**src/rtl/pattern_prbs_generator_pkg.sv**
```systemverilog
// Shared definitions for the pattern/PRBS stimulus generator: FSM states,
// PRBS-15 taps and the byte-wide LFSR advance function.
package prbs_pkg;

    typedef enum logic [1:0] {
        IDLE,
        SYNC,
        PRBS,
        DONE
    } gen_state_e;

    localparam int unsigned PRBS15_TAP_HI = 14;
    localparam int unsigned PRBS15_TAP_LO = 13;

    typedef struct packed {
        logic [14:0] next_lfsr;
        logic [7:0]  data;
    } prbs_step_t;

    // Eight serial steps; the first feedback bit lands in data[7].
    function automatic prbs_step_t prbs15_byte(input logic [14:0] lfsr);
        logic [14:0] r;
        logic [7:0]  b;
        logic        fb;
        r = lfsr;
        b = '0;
        for (int unsigned i = 0; i < 8; i++) begin
            fb = r[PRBS15_TAP_HI] ^ r[PRBS15_TAP_LO];
            r  = {r[13:0], fb};
            b  = {b[6:0], fb};
        end
        return '{next_lfsr: r, data: b};
    endfunction

endpackage

```
**src/rtl/pattern_prbs_generator_lfsr.sv**
```systemverilog
// PRBS-15 register with seed load and one-byte advance; o_byte is the byte
// the next advance would emit.
module prbs15_lfsr
    import prbs_pkg::*;
#(
    parameter logic [14:0] LFSR_SEED = 15'h7FFF
) (
    input  logic       CLK,
    input  logic       RSTn,
    input  logic       i_load,
    input  logic       i_step8,
    output logic [7:0] o_byte
);

    logic [14:0] r_lfsr;
    logic [14:0] w_base;
    prbs_step_t  w_adv;

    // Load and step together emit the seed's byte and leave the register past it.
    assign w_base = i_load ? LFSR_SEED : r_lfsr;
    assign w_adv  = prbs15_byte(w_base);
    assign o_byte = w_adv.data;

    always_ff @(posedge CLK or negedge RSTn) begin
        if (!RSTn) begin
            r_lfsr <= LFSR_SEED;
        end else if (i_step8) begin
            r_lfsr <= w_adv.next_lfsr;
        end else if (i_load) begin
            r_lfsr <= LFSR_SEED;
        end
    end

endmodule

```
**src/rtl/pattern_prbs_generator.sv**
```systemverilog
// Framed stimulus source: n repetitions of PATTERN (MSB byte first) followed
// by prbs_len PRBS-15 bytes, contiguous data_valid, then a one-cycle done.
module pattern_prbs_generator
    import prbs_pkg::*;
#(
    parameter logic [31:0] PATTERN   = 32'hAABBCCDD,
    parameter logic [14:0] LFSR_SEED = 15'h7FFF
) (
    input  logic        CLK,
    input  logic        RSTn,
    input  logic        start,
    input  logic        abort,
    input  logic [7:0]  n,
    input  logic [15:0] prbs_len,
    output logic [7:0]  out,
    output logic        data_valid,
    output logic        busy,
    output logic        done
);

    gen_state_e  r_state;
    logic [1:0]  r_byte_idx;
    logic [7:0]  r_rep_cnt;
    logic [7:0]  r_n_q;
    logic [15:0] r_prbs_cnt;
    logic [15:0] r_len_q;

    logic        w_accept;
    logic        w_last_sync;
    logic        w_last_prbs;
    logic        w_step8;
    logic [7:0]  w_prbs_byte;

    function automatic logic [7:0] pattern_byte(input logic [1:0] idx);
        logic [7:0] b;
        case (idx)
            2'd0:    b = PATTERN[31:24];
            2'd1:    b = PATTERN[23:16];
            2'd2:    b = PATTERN[15:8];
            default: b = PATTERN[7:0];
        endcase
        return b;
    endfunction

    assign w_accept    = (r_state == IDLE) && start && !abort;
    assign w_last_sync = (r_byte_idx == 2'd3) && (r_rep_cnt == r_n_q - 8'd1);
    assign w_last_prbs = (r_prbs_cnt == r_len_q - 16'd1);
    // Advance whenever a PRBS byte is latched into out this edge.
    assign w_step8     = !abort &&
                         ((w_accept && (n == '0) && (prbs_len != '0)) ||
                          ((r_state == SYNC) && w_last_sync && (r_len_q != '0)) ||
                          ((r_state == PRBS) && !w_last_prbs));

    prbs15_lfsr #(.LFSR_SEED(LFSR_SEED)) u_lfsr (
        .CLK     (CLK),
        .RSTn    (RSTn),
        .i_load  (w_accept),
        .i_step8 (w_step8),
        .o_byte  (w_prbs_byte)
    );

    always_ff @(posedge CLK or negedge RSTn) begin
        if (!RSTn) begin
            r_state    <= IDLE;
            r_byte_idx <= '0;
            r_rep_cnt  <= '0;
            r_n_q      <= '0;
            r_prbs_cnt <= '0;
            r_len_q    <= '0;
            out        <= '0;
            data_valid <= 1'b0;
            busy       <= 1'b0;
            done       <= 1'b0;
        end else if (abort) begin
            r_state    <= IDLE;
            out        <= '0;
            data_valid <= 1'b0;
            busy       <= 1'b0;
            done       <= 1'b0;
        end else begin
            unique case (r_state)
                IDLE: begin
                    out        <= '0;
                    data_valid <= 1'b0;
                    done       <= 1'b0;
                    if (start) begin
                        r_n_q      <= n;
                        r_len_q    <= prbs_len;
                        r_byte_idx <= '0;
                        r_rep_cnt  <= '0;
                        r_prbs_cnt <= '0;
                        busy       <= 1'b1;
                        if (n != '0) begin
                            r_state    <= SYNC;
                            out        <= pattern_byte(2'd0);
                            data_valid <= 1'b1;
                        end else if (prbs_len != '0) begin
                            r_state    <= PRBS;
                            out        <= w_prbs_byte;
                            data_valid <= 1'b1;
                        end else begin
                            r_state <= DONE;
                            done    <= 1'b1;
                        end
                    end
                end
                SYNC: begin
                    if (w_last_sync) begin
                        if (r_len_q != '0) begin
                            r_state    <= PRBS;
                            r_prbs_cnt <= '0;
                            out        <= w_prbs_byte;
                        end else begin
                            r_state    <= DONE;
                            out        <= '0;
                            data_valid <= 1'b0;
                            done       <= 1'b1;
                        end
                    end else begin
                        r_byte_idx <= r_byte_idx + 2'd1;
                        if (r_byte_idx == 2'd3) begin
                            r_rep_cnt <= r_rep_cnt + 8'd1;
                        end
                        out <= pattern_byte(r_byte_idx + 2'd1);
                    end
                end
                PRBS: begin
                    if (w_last_prbs) begin
                        r_state    <= DONE;
                        out        <= '0;
                        data_valid <= 1'b0;
                        done       <= 1'b1;
                    end else begin
                        r_prbs_cnt <= r_prbs_cnt + 16'd1;
                        out        <= w_prbs_byte;
                    end
                end
                DONE: begin
                    r_state    <= IDLE;
                    out        <= '0;
                    data_valid <= 1'b0;
                    busy       <= 1'b0;
                    done       <= 1'b0;
                end
                default: begin
                    r_state <= IDLE;
                end
            endcase
        end
    end

endmodule

```
**config.mk**
```make
export PLATFORM = sky130hd
export DESIGN_NAME = pattern_prbs_generator
export DESIGN_NICKNAME = d
export VERILOG_FILES = /design/src/rtl/pattern_prbs_generator_pkg.sv /design/src/rtl/pattern_prbs_generator_lfsr.sv /design/src/rtl/pattern_prbs_generator.sv
export SDC_FILE = /design/constraint.sdc
export NUM_CORES = 1
export LEC_CHECK = 0
export CAP_MARGIN = 25
export CORE_AREA = 2 2 108 110
export DETAILED_ROUTE_END_ITERATION = 16
export DIE_AREA = 0 0 110 112
export PLACE_DENSITY = 0.59
export SYNTH_ARGS = -nofsm -noshare
export SYNTH_HDL_FRONTEND = slang
export SYNTH_SLANG_ARGS = --single-unit
```
**constraint.sdc**
```tcl
create_clock -name CLK -period 4.3 [get_ports CLK]
set_clock_uncertainty 0.2 [all_clocks]
set_input_delay 0.645 -clock CLK [delete_from_list [all_inputs] [get_ports CLK]]
set_output_delay 0.645 -clock CLK [all_outputs]
set_load 0.1 [all_outputs]
```
==> flow_summary.json, run 1 <==
{
  "fp.dieH_um": 112,
  "io_pins": 39,
  "slew_headroom_pct": 31.97,
  "tns_ps": 0,
  "min_path_type": "reg -> reg",
  "status": "completed",
  "areaGrowthSynthToFinish_pct": 17.09,
  "start_util_pct": 43.65,
  "crit_type": "reg -> reg",
  "worstReg2RegEnd": "r_rep_cnt[6]$_DFFE_PN0P_",
  "num_rows": 39,
  "grt_pass1_wl_um": 20830,
  "post_cts_buffers": 0,
  "drive_gt1_share_pct": 9.622,
  "ys_warn_count": 0,
  "rsz0062_at_grt": "false",
  "synth.distinct_cells": 68,
  "drc": 0,
  "reg2reg_slack_ps": 580,
  "clk_latency_ps": 340,
  "final_nets": 619,
  "ys_ff_latch": 78,
  "finalNonFillerCells": 725,
  "final_area_um2": 5710,
  "grt_max_degree": 79,
  "port_buffers": 38,
  "grt_pass1_vias": 4210,
  "vias": 4191,
  "drt-wirelength-per-cell_um": 17.10,
  "drtAntennaViolNets": 0,
  "cts_tree": "yes",
  "synthCells": 548,
  "hold_viol_final": 0,
  "dp.cells": 707,
  "hp-start": "u_lfsr.r_lfsr[5]$_DFF_PN1_",
  "layout_min_cycle_time_ps": 3718,
  "hold_depth": 1,
  "r2r_cells": 10,
  "syn_nets": 590,
  "cts_buffers": 9,
  "whs_endpoint": "u_lfsr.r_lfsr[5]$_DFF_PN1_",
  "dpl_cell_area_um2": 5339,
  "track_usage_pct": 21.57,
  "avgViaCountPerCell": 5.781,
  "first_pass_iters": 4,
  "gr-total-overflow": 0,
  "dp_hpwl_um": 8861,
  "powerDensity_nw_per_um2": 642.5,
  "cts_buffer_depth": 2,
  "coreArea_um2": 11170,
  "setup_viol": 0,
  "yosys_most_used_dff": "dfrtp_1",
  "r2r-start": "r_n_q[0]$_DFFE_PN0P_",
  "synth-edff-count": 0,
  "fp.dieW_um": 110,
  "place_congestion": 0.8759,
  "cts_sinks": 78,
  "clk_pin_slew_ps": 60,
  "dieArea_um2": 12320,
  "synth_common_cells": "104 x nand2_1, 63 x dfrtp_1, 32 x a21oi_1",
  "synthTopCellsByArea": "dfrtp_1 32%, dfstp_2 8.1%, nand2_1 8.0%, xnor2_1 4.7%, ha_1 3.6%",
  "drv_cap": 0,
  "diodes": 0,
  "yosysMostFrequentCell": "nand2_1",
  "max_freq_mhz": 269.0,
  "cp.required_ps": 4300,
  "htree_num_levels": 3,
  "worst_setup_path_start_kind": "flip-flop",
  "yosysSeqAreaShare_pct": 40.41,
  "synth_area_um2": 4877,
  "worst_pin_slew_ps": 1016,
  "cp_max_fo": 12,
  "cts.repair.resized": 0,
  "drt_iter0_markers": 220,
  "avgSynthCellArea_um2": 8.900,
  "drt_wl_total_um": 12400,
  "clockRootBuffer": "clkbuf_16",
  "yosys.area.top_type": "dfrtp_1",
  "fin_util_pct": 51.10,
  "synth_top_cell_area_share_pct": 32.32,
  "fin_crit_sh_pct": 86.47,
  "power.leakage_nw": 2.302,
  "slew_viol_final": 0,
  "synthArstFlopShare_pct": 100.0,
  "vdd_ir_drop_max_uv": 424.1,
  "cp-end-kind": "flip-flop",
  "antenna_found_initial": 0,
  "cp.arrival_ps": 3720
}
## cells by family after synthesis
family | Yosys count | share of synthesized area [%]
AND/OR/NAND/NOR | 241 | 26.58
AO/OA/AOI/OAI | 123 | 17.14
flip-flops | 78 | 40.41
buffers and inverters | 48 | 4.310
XOR/XNOR | 42 | 7.542
adder cells (fa/ha/maj) | 14 | 3.592
multiplexers | 2 | 0.4361
## worst max path at each step
| stage | startpoint | end | slack [ps] | depth (start not counted) |
|---|---|---|---|---|
| floorplan | r_n_q[0]$_DFFE_PN0P_ | r_prbs_cnt[14]$_DFFE_PN0P_ | 1160 | 11 |
| global placement | r_n_q[0]$_DFFE_PN0P_ | r_rep_cnt[7]$_DFFE_PN0P_ | 710 | 10 |
| detailed placement | r_n_q[0]$_DFFE_PN0P_ | r_rep_cnt[6]$_DFFE_PN0P_ | 620 | 10 |
| CTS | r_n_q[0]$_DFFE_PN0P_ | r_rep_cnt[6]$_DFFE_PN0P_ | 620 | 10 |
| global route | r_len_q[0]$_DFFE_PN0P_ | r_prbs_cnt[9]$_DFFE_PN0P_ | 280 | 10 |
| finish | r_n_q[0]$_DFFE_PN0P_ | r_rep_cnt[6]$_DFFE_PN0P_ | 580 | 10 |
## registers in the layout, summed over array words and instances (netlist names)
register and count:
r_len_q 16, r_prbs_cnt 16, u_lfsr.r_lfsr 15, out 8, r_n_q 8, r_rep_cnt 8, r_byte_idx 2, r_state 2
busy 1, data_valid 1, done 1
## critical path: stages, from the launching register on
cell,delay (ps)
dfrtp_1,420
inv_1,90
ha_1,190
or3b_1,380
or4_1,490
a22oi_2,290
a31oi_1,300
a31oi_1,830
nor3b_1,160
xnor2_1,180
nor2_1,50
## area by class of cell
| class | count | area [µm²] |
|---|---|---|
| clock buffers | 14 | 316.6 |
| clock inverters | 2 | 17.52 |
| fillers | 1057 | 5464 |
| multi-input cells | 422 | 2699 |
| repair buffers | 44 | 445.4 |
| inverters | 22 | 82.58 |
| flip-flops and latches | 78 | 1971 |
| well taps | 143 | 178.9 |
## what timing repair did
item	in CTS	in global routing
hold buffers	0	1
endpoints found under the setup margin	0	0
hold endpoints to repair	0	14
## layout by cell type (no fill, tap or decap), types with 3 or more instances in the layout
master / Yosys / layout
a211oi_1: 3 / 3
a21oi_1: 32 / 32
a2bb2oi_1: 5 / 5
a31oi_1: 9 / 9
a32oi_1: 3 / 3
and2_1: 4 / 4
and3_1: 5 / 5
buf_4: 2 / 5
clkbuf_16: 0 / 11
clkbuf_8: 0 / 3
clkdlybuf4s50_1: 0 / 37
dfrtp_1: 63 / 63
dfstp_2: 15 / 15
ha_1: 14 / 14
inv_1: 22 / 22
nand2_1: 104 / 104
nand2b_1: 3 / 3
nand3_1: 23 / 23
nand4_1: 10 / 10
nor2_1: 27 / 26
nor2b_1: 5 / 5
nor3_1: 7 / 7
nor3b_1: 4 / 4
nor4_1: 8 / 8
o21ai_0: 22 / 22
o221ai_1: 3 / 3
o31ai_1: 17 / 17
o32a_1: 8 / 8
or3_1: 3 / 3
or4_1: 15 / 15
xnor2_1: 26 / 26
xor2_1: 16 / 16
## stage by stage
step / hold WS, ps / setup slack, ps / power, mW
6_report: 306.1 / 581.9 / 3.669
5_1_grt: 316.4 / 283.3 / 3.933
4_1_cts: 307.1 / 615.4 / 3.687
3_5_place_dp: 289.8 / 624.6 / 2.845
3_3_place_gp: 293.3 / 707.9 / 2.820
2_1_floorplan: 149.4 / 1158 / 2.452
## power breakdown
| group | leakage, nW | internal (mW) | total (mW) | switching, mW |
|---|---|---|---|---|
| Clock | 0.165 | 0.511 | 0.824 | 0.313 |
| Combinational | 1.15 | 0.590 | 1.56 | 0.974 |
| Sequential | 0.991 | 0.984 | 1.28 | 0.296 |
| Total | 2.30 | 2.09 | 3.67 | 1.58 |
## metal layers
layer	up-vias	GRT usage (%)	wire [µm]
li1	2032	-	-
met1	2051	27.75	5569
met2	88	35.91	6121
met3	20	4.274	462
met4	0	7.173	243
met5	-	0	0
(Power assumes the default switching activity.)
==> inputs of run 2 (changes only) <==
--- a/config.mk
+++ b/config.mk
@@ -6,10 +6,11 @@
 export NUM_CORES = 1
 export LEC_CHECK = 0
 export CAP_MARGIN = 25
-export CORE_AREA = 2 2 108 110
+export CORE_AREA = 2 2 94 96
 export DETAILED_ROUTE_END_ITERATION = 16
-export DIE_AREA = 0 0 110 112
-export PLACE_DENSITY = 0.59
+export DIE_AREA = 0 0 96 98
+export PLACE_DENSITY = 0.76
+export SLEW_MARGIN = 20
 export SYNTH_ARGS = -nofsm -noshare
 export SYNTH_HDL_FRONTEND = slang
 export SYNTH_SLANG_ARGS = --single-unit
==> flow_summary.json, run 2 (same netlist as run 1, synthesis figures left out) <==
{
  "worst_setup_path_start_kind": "flip-flop",
  "grt_pass1_vias": 4186,
  "hold_viol_final": 0,
  "drive_gt1_share_pct": 9.466,
  "fp.dieW_um": 96,
  "seq_area_um2": 1971,
  "cts.repair.resized": 0,
  "slew_viol_final": 0,
  "multiInputGateArea_um2": 2699,
  "fp.dieH_um": 98,
  "drt_wl_total_um": 12130,
  "grt_pass1_wl_um": 20290,
  "coreArea_um2": 8466,
  "drt-wirelength-per-cell_um": 17.60,
  "mostFrequentLayoutCells": "104 x nand2_1, 63 x dfrtp_1, 37 x clkdlybuf4s50_1, 32 x a21oi_1",
  "drtAntennaViolNets": 0,
  "rsz0062_at_grt": "false",
  "hold_buffers": 0,
  "worst_pin_slew_ps": 1054,
  "status": "completed",
  "clk_pin_slew_ps": 100,
  "final_nets": 618,
  "place_congestion": 0.9236,
  "cts_buffers": 9,
  "post_cts_buffers": 0,
  "gr-total-overflow": 0,
  "cp_max_fo": 12,
  "max_freq_mhz": 266.1,
  "dieArea_um2": 9408,
  "grt.busiest_layer": "met2",
  "areaGrowthSynthToFinish_pct": 13.88,
  "fin_crit_sh_pct": 87.38,
  "crit_type": "reg -> reg",
  "io_pins": 39,
  "clockRootBuffer": "clkbuf_8",
  "layout_min_cycle_time_ps": 3757,
  "vdd_ir_drop_max_uv": 411.1,
  "power.leakage_nw": 2.245,
  "drv_cap": 0,
  "cts_sinks": 78,
  "powerDensity_nw_per_um2": 637.3,
  "antenna_found_initial": 0,
  "fin_total_pwr_mw": 3.540,
  "port_buffers": 38,
  "num_rows": 34,
  "cts_tree": "yes",
  "use_met2_pct": 45.35,
  "vias": 4322,
  "grt_max_degree": 79,
  "layout_commonest_cell": "nand2_1",
  "cts_buffer_depth": 2,
  "first_pass_iters": 5,
  "drc": 0,
  "reg_top3": "r_len_q: 16 flops, r_prbs_cnt: 16 flops, u_lfsr.r_lfsr: 15 flops",
  "cp-end-kind": "flip-flop",
  "min_path_type": "in -> async",
  "tns_ps": 0,
  "cp.arrival_ps": 3770,
  "setup_viol": 0,
  "slew_headroom_pct": 29.38,
  "start_util_pct": 57.61,
  "drt_iter0_markers": 220,
  "track_usage_pct": 27.29,
  "avgViaCountPerCell": 6.273,
  "fill_cells": 705,
  "htree_num_levels": 3,
  "dp_hpwl_um": 8557,
  "clk_latency_ps": 360,
  "diodes": 0,
  "globalRouteMet1Util_pct": 36.16,
  "cp.required_ps": 4310,
  "grtUsageMet3_pct": 3.704
}
[run 2: cell types whose count changed in the layout (fill, tap and decap cells not counted), sizes merged]
cell / delta
clkinvlp: +1
dlygate4sd3: -1
clkbuf: -4
bufinv: +3
[run 2: through the flow]
step	instance area [µm²]	hold WS (ps)	util, %	cells	worst slack (ps)
after floorplan	4877	149.4	-	548	1158
after global placement	5295	294.2	62.55	672	725.8
after detailed placement	5295	295.1	62.55	672	633.8
after CTS	5534	272.1	65.37	688	595.3
after global routing	5554	93.48	65.61	689	226.2
final	5554	49.37	65.61	689	542.6
[run 2: critical path, cell delays in order (launching register included)]
cell and delay (ps):
dfrtp_1 430, inv_1 90, ha_1 190, or3b_1 370
or4_1 500, a22oi_2 320, a31oi_1 310, a31oi_1 810
nor3_1 160, xnor2_1 170, nor2_1 60
[run 2: report_power, final]
part           total (mW)  switching [mW]  internal [mW]  leakage, nW
logic                1.59            1.00          0.591         1.14
registers            1.28           0.294          0.982        0.991
clock network       0.672           0.286          0.386        0.116
total                3.54            1.58           1.96         2.25
[run 2: metal layers]
| metal | part of all wire, % | up-vias |
|---|---|---|
| met5 | 0 | - |
| met1 | 42 | 2124 |
| met4 | 2.5 | 0 |
| li1 | - | 2030 |
| met3 | 4.6 | 27 |
| met2 | 51 | 141 |
[run 2: final cells by class]
cell class | count | area share, %
sequential | 78 | 35.48
multi-input combinational | 422 | 48.59
tap | 108 | 2.433
timing repair buffer | 43 | 7.704
clock inverter | 6 | 2.005
inverter | 22 | 1.487
clock buffer | 10 | 2.298
[run 2: final timing paths]
path,endpoint,slack [ps],depth (start not counted),start
worst max register to register,r_rep_cnt[7]$_DFFE_PN0P_,540,10,r_n_q[0]$_DFFE_PN0P_
worst min-delay path,r_len_q[11]$_DFFE_PN0P_,50,1,RSTn
worst max-delay path,r_rep_cnt[7]$_DFFE_PN0P_,540,10,r_n_q[0]$_DFFE_PN0P_
min in group CLK,u_lfsr.r_lfsr[5]$_DFF_PN1_,310,1,u_lfsr.r_lfsr[5]$_DFF_PN1_
max in group asynchronous,u_lfsr.r_lfsr[8]$_DFF_PN1_,3170,2,RSTn
worst min register to register,u_lfsr.r_lfsr[5]$_DFF_PN1_,310,1,u_lfsr.r_lfsr[5]$_DFF_PN1_
==> RTL change 1 (config.mk and constraints of run 2) <==
Add an input register stage for `start`, `abort`, `n` and `prbs_len`, without a reset; this delays them by one clock. Comments in the files are not updated.
--- a/src/rtl/pattern_prbs_generator.sv
+++ b/src/rtl/pattern_prbs_generator.sv
@@ -17,6 +17,18 @@
     output logic        busy,
     output logic        done
 );
+
+    logic start_q;
+    logic abort_q;
+    logic [7:0] n_q;
+    logic [15:0] prbs_len_q;
+
+    always_ff @(posedge CLK) begin
+        start_q    <= start;
+        abort_q    <= abort;
+        n_q        <= n;
+        prbs_len_q <= prbs_len;
+    end
 
     gen_state_e  r_state;
     logic [1:0]  r_byte_idx;
@@ -42,12 +54,12 @@
         return b;
     endfunction
 
-    assign w_accept    = (r_state == IDLE) && start && !abort;
+    assign w_accept    = (r_state == IDLE) && start_q && !abort_q;
     assign w_last_sync = (r_byte_idx == 2'd3) && (r_rep_cnt == r_n_q - 8'd1);
     assign w_last_prbs = (r_prbs_cnt == r_len_q - 16'd1);
     // Advance whenever a PRBS byte is latched into out this edge.
-    assign w_step8     = !abort &&
-                         ((w_accept && (n == '0) && (prbs_len != '0)) ||
+    assign w_step8     = !abort_q &&
+                         ((w_accept && (n_q == '0) && (prbs_len_q != '0)) ||
                           ((r_state == SYNC) && w_last_sync && (r_len_q != '0)) ||
                           ((r_state == PRBS) && !w_last_prbs));
 
@@ -71,7 +83,7 @@
             data_valid <= 1'b0;
             busy       <= 1'b0;
             done       <= 1'b0;
-        end else if (abort) begin
+        end else if (abort_q) begin
             r_state    <= IDLE;
             out        <= '0;
             data_valid <= 1'b0;
@@ -83,18 +95,18 @@
                     out        <= '0;
                     data_valid <= 1'b0;
                     done       <= 1'b0;
-                    if (start) begin
-                        r_n_q      <= n;
-                        r_len_q    <= prbs_len;
+                    if (start_q) begin
+                        r_n_q      <= n_q;
+                        r_len_q    <= prbs_len_q;
                         r_byte_idx <= '0;
                         r_rep_cnt  <= '0;
                         r_prbs_cnt <= '0;
                         busy       <= 1'b1;
-                        if (n != '0) begin
+                        if (n_q != '0) begin
                             r_state    <= SYNC;
                             out        <= pattern_byte(2'd0);
                             data_valid <= 1'b1;
-                        end else if (prbs_len != '0) begin
+                        end else if (prbs_len_q != '0) begin
                             r_state    <= PRBS;
                             out        <= w_prbs_byte;
                             data_valid <= 1'b1;
Check against the original RTL: not equivalent (Yosys sat finds a counterexample within 4 cycles, from zero or initial values and one cycle with RSTn low).
==> RTL change 1 against run 2 <==
- combinational power rose by 3%
- design area rose by 4.6%
- total power rose by 5.7%
- worst hold slack improved by 40 ps
- sequential cell count rose by 26
- synthesized area rose by 6.6%
- setup slack got worse by 190 ps
- wire length fell by 9.6%
- via count fell by 4.3%
- cell count did not move
- largest cell class unchanged
==> RTL change 1: results (changes against run 2) <==
run_status:
  status: "completed"  # unchanged
placed_design:
  placed_area_um2: 5630  # was 5300 um^2
  hpwl_um: 7880  # was 8560 um
  place.gp.congestion: 0.917  # was 0.924
  place_inst: 673  # was 672
  pre_cts_slack_ps: 437  # was 634 ps
detailed_routing:
  drt_iter0_drc: 159  # was 220
  wl_per_cell_um: 15.9  # was 17.6 um
  via_per_inst: 6.01  # was 6.27
  routed_wl_um: 11000  # was 12100 um
final_layout:
  drive_above_1_share_pct: 8.61  # was 9.47%
  reg_top3: "prbs_len_q x16, r_len_q x16, r_prbs_cnt x16"  # was r_len_q x16, r_prbs_cnt x16, u_lfsr.r_lfsr x15
synth:
  yosysSeqAreaShare_pct: 47.9  # was 40.4%
  yosys-mux-area-fraction_pct: 1.18  # was 0.436%
  ys_top_cells_by_area: "dfrtp_1 (30%), dfxtp_1 (10%), dfstp_2 (7.6%)"  # was dfrtp_1 (32%), dfstp_2 (8.1%), nand2_1 (8.0%)
  synth.avg_cell_area_um2: 9.48  # was 8.90 um^2
  synth_compound_area_share_pct: 14.2  # was 17.1%
  synth_fa_ha_area_share_pct: 3.37  # was 3.59%
  ys_types: 67  # was 68
critical_path:
  crit_fanout: 24  # was 12
  r2r_cells: 7  # was 10
  arrival_ps: 4030  # was 3770 ps
  cp_top_family: "simple AND/OR/NAND/NOR gates"  # was compound AO/OA/AOI/OAI gates
  cp_slowest_cell: "a31oi_2"  # was a31oi_1
global_routing:
  grt_pass1_vias: 4057  # was 4186
  grt_pass1_wl_um: 18600  # was 20300 um
  grt_use_total_pct: 24.9  # was 27.3%
sta:
  worstMarginPinSlew_ps: 989  # was 1050 ps
power:
  ir_drop_uv: 408  # was 411 uV
  power.leakage_nw: 2.40  # was 2.25 nW
-- RTL change 1: cell families after synthesis --
logic type                 count (synthesis)
xor gates and xnor gates                  48
and+or+nand+nor                          216
adders and majority gates                 14
DFF                                      104
AOI/OAI and AO/OA                        115
buffers and inverters                     45
muxes                                      6
-- RTL change 1: worst paths after layout --
kind,slack (ps),from,end
setup / recovery,350,r_len_q[4]$_DFFE_PN0P_,u_lfsr.r_lfsr[1]$_DFF_PN1_
hold / removal,90,RSTn,r_len_q[15]$_DFFE_PN0P_
setup reg to reg,350,r_len_q[4]$_DFFE_PN0P_,u_lfsr.r_lfsr[1]$_DFF_PN1_
hold reg to reg,220,n_q[4]$_DFF_P_,r_n_q[4]$_DFFE_PN0P_
max in group asynchronous,3300,RSTn,r_byte_idx[1]$_DFFE_PN0P_
min in group CLK,220,n_q[4]$_DFF_P_,r_n_q[4]$_DFFE_PN0P_
-- RTL change 1: area by class of cell --
cell class | instances | area (um^2)
timing repair buffer | 40 | 397
clock buffer | 10 | 128
multi-input combinational | 399 | 2530
tap | 108 | 135
inverter | 22 | 82.6
fill | 708 | 2660
sequential | 104 | 2490
clock inverter | 6 | 50.0
-- RTL change 1: layer usage --
layer  track usage (%)  wire, um
met5                 0         0
met2              43.6      5790
met4              7.25       155
met1              30.8      4590
met3              4.78       432
-- RTL change 1: power breakdown --
group          leakage (nW)  switching [mW]  total [mW]  internal (mW)
sequential             1.21           0.280        1.54           1.26
clock                0.0896           0.354       0.574          0.221
combinational          1.10           0.997        1.63          0.634
total                  2.40            1.63        3.74           2.11
-- RTL change 1: worst reg2reg max path, stage by stage (launching register included) --
cell,delay (ps)
dfrtp_1,450
or4_1,700
or4_1,550
xnor2_1,190
a31o_2,320
a31oi_2,820
nand2_1,380
o22ai_1,260
==> RTL change 2 (config.mk and constraints of run 2) <==
Made on the original files. Re-encode `gen_state_e` (4 states) as one-hot, 4 bits wide.
--- a/src/rtl/pattern_prbs_generator_pkg.sv
+++ b/src/rtl/pattern_prbs_generator_pkg.sv
@@ -2,11 +2,11 @@
 // PRBS-15 taps and the byte-wide LFSR advance function.
 package prbs_pkg;
 
-    typedef enum logic [1:0] {
-        IDLE,
-        SYNC,
-        PRBS,
-        DONE
+    typedef enum logic [3:0] {
+        IDLE = 4'b0001,
+        SYNC = 4'b0010,
+        PRBS = 4'b0100,
+        DONE = 4'b1000
     } gen_state_e;
 
     localparam int unsigned PRBS15_TAP_HI = 14;
Behaviour: no difference found for any inputs over 10 cycles, from zero or initial values and one cycle with RSTn low; not proved beyond that.
==> RTL change 2 against run 2 <==
- synthesized area down 1.3%
- core utilization fell by 1.1 points
- non-clock buffer count up 2
- design area down 1.7%
- wire length is 7.8% lower
- sequential cell count is 2 higher
- worst hold slack gained 47 ps
- setup slack gained 150 ps
- cell count fell by 1.6%
- sequential share of layout area grew 1.5 points
Power is not compared: it rests on default switching activity, and its combinational part moved more than twofold at a synthesized area within 25%.
==> RTL change 2: results (changes against run 2) <==
power:
  ir_drop_uv: 218
  pg_seq_uw: 934
  sw_frac_of_total_pct: 34.5
detailed_routing:
  routed_wl_um: 11200  # was 12100 um
  wl_per_cell_um: 16.5  # was 17.6 um
  first_pass_iters: 4  # was 5
  drt_iter0_drc: 176  # was 220
  via_per_inst: 5.90  # was 6.27
placed_design:
  hpwl_um: 8110  # was 8560 um
  place.gp.congestion: 0.942  # was 0.924
  pre_cts_slack_ps: 775  # was 634 ps
  place_inst: 662  # was 672
final_layout:
  fillers: 706  # was 705
  design_area_um2: 5460  # was 5550 um^2
  buf_share_pct: 7.95  # was 7.70%
  nNetsFinal: 601  # was 618
  sh_seq_area_pct: 37.0  # was 35.5%
  n_all_inverters: 16  # was 22
  drive_above_1_share_pct: 9.65  # was 9.47%
  nMultiInputCombCells: 413  # was 422
  multi_input_area_um2: 2620  # was 2700 um^2
  num-nonclk-buffers: 45  # was 43
  nClkBuffers: 12  # was 10
critical_path:
  cpPeakStageDelay_ps: 590  # was 810 ps
  r2r_cells: 10  # unchanged
  cp-startpoint: "r_len_q[0]$_DFFE_PN0P_"  # was r_n_q[0]$_DFFE_PN0P_
  r2r_slack_ps: 700  # was 540 ps
  arrival_ps: 3670  # was 3770 ps
  endpoint: "u_lfsr.r_lfsr[7]$_DFF_PN1_"  # was r_rep_cnt[7]$_DFFE_PN0P_
  crit_fanout: 16  # was 12
  cp_slowest_cell: "a21oi_4"  # was a31oi_1
global_routing:
  grt_pass1_wl_um: 18500  # was 20300 um
  grt_pass1_vias: 3888  # was 4186
  grt_use_total_pct: 24.8  # was 27.3%
  grt_max_degree: 81  # was 79
sta:
  worstMarginPinSlew_ps: 995  # was 1050 ps
  hold_slack_ps: 96.7  # was 49.4 ps
  finalSetupViolations: 0  # unchanged
  fin_ws_ps: 696  # was 543 ps
cts:
  clk_pin_slew_worst_paths_ps: 90
  clkSinkCount: 80  # was 78
  cts_buffers: 9  # unchanged
hold_path:
  hp-class: "primary input to async pin"  # unchanged
synth:
  syn_nets: 569  # was 590
  synth_cells: 533  # was 548
  yosysSeqAreaShare_pct: 42.0  # was 40.4%
  yosys-mux-area-fraction_pct: 3.56  # was 0.436%
  synthXorXnorAreaFrac_pct: 8.18  # was 7.54%
  synth_compound_area_share_pct: 14.8  # was 17.1%
  synth_fa_ha_area_share_pct: 2.08  # was 3.59%
  synth.avg_cell_area_um2: 9.04  # was 8.90 um^2
  ys_top_cells_by_area: "dfrtp_1 (33%), dfstp_2 (8.7%), nand2_1 (7.6%)"  # was dfrtp_1 (32%), dfstp_2 (8.1%), nand2_1 (8.0%)
  synth_common_cells: "nand2_1 (98), dfrtp_1 (64), nor2_1 (37)"  # was nand2_1 (104), dfrtp_1 (63), a21oi_1 (32)
  ys_types: 63  # was 68
run_status:
  status: "completed"  # unchanged
-- RTL change 2: cell types whose count changed after synthesis, sizes merged, moves of 6 or more --
cell	change
inv	-6
xor2	+6
o31ai	-14
nor2	+9
ha	-6
o32a	-8
nand2	-6
a211oi	+6
nand3	-9
a31oi	-6
mux2i	+15
a21oi	-14
-- RTL change 2: cells by family (layout without fill, tap and decap cells) --
group	Yosys count	after routing
XOR/XNOR	45	45
AND/OR/NAND/NOR	241	241
multiplexers	17	17
adder cells (fa/ha/maj)	8	8
buffers and inverters	40	77
AO/OA/AOI/OAI	102	102
flip-flops	80	80
-- RTL change 2: layer usage --
metal	part of all wire, %	wire [um]	global-route usage, %	vias up
met1	44	4890	31.8	1932
li1	-	-	-	1960
met3	3.9	431	3.94	19
met5	0	0	0	-
met2	50	5640	42.2	86
met4	2.0	227	8.24	0
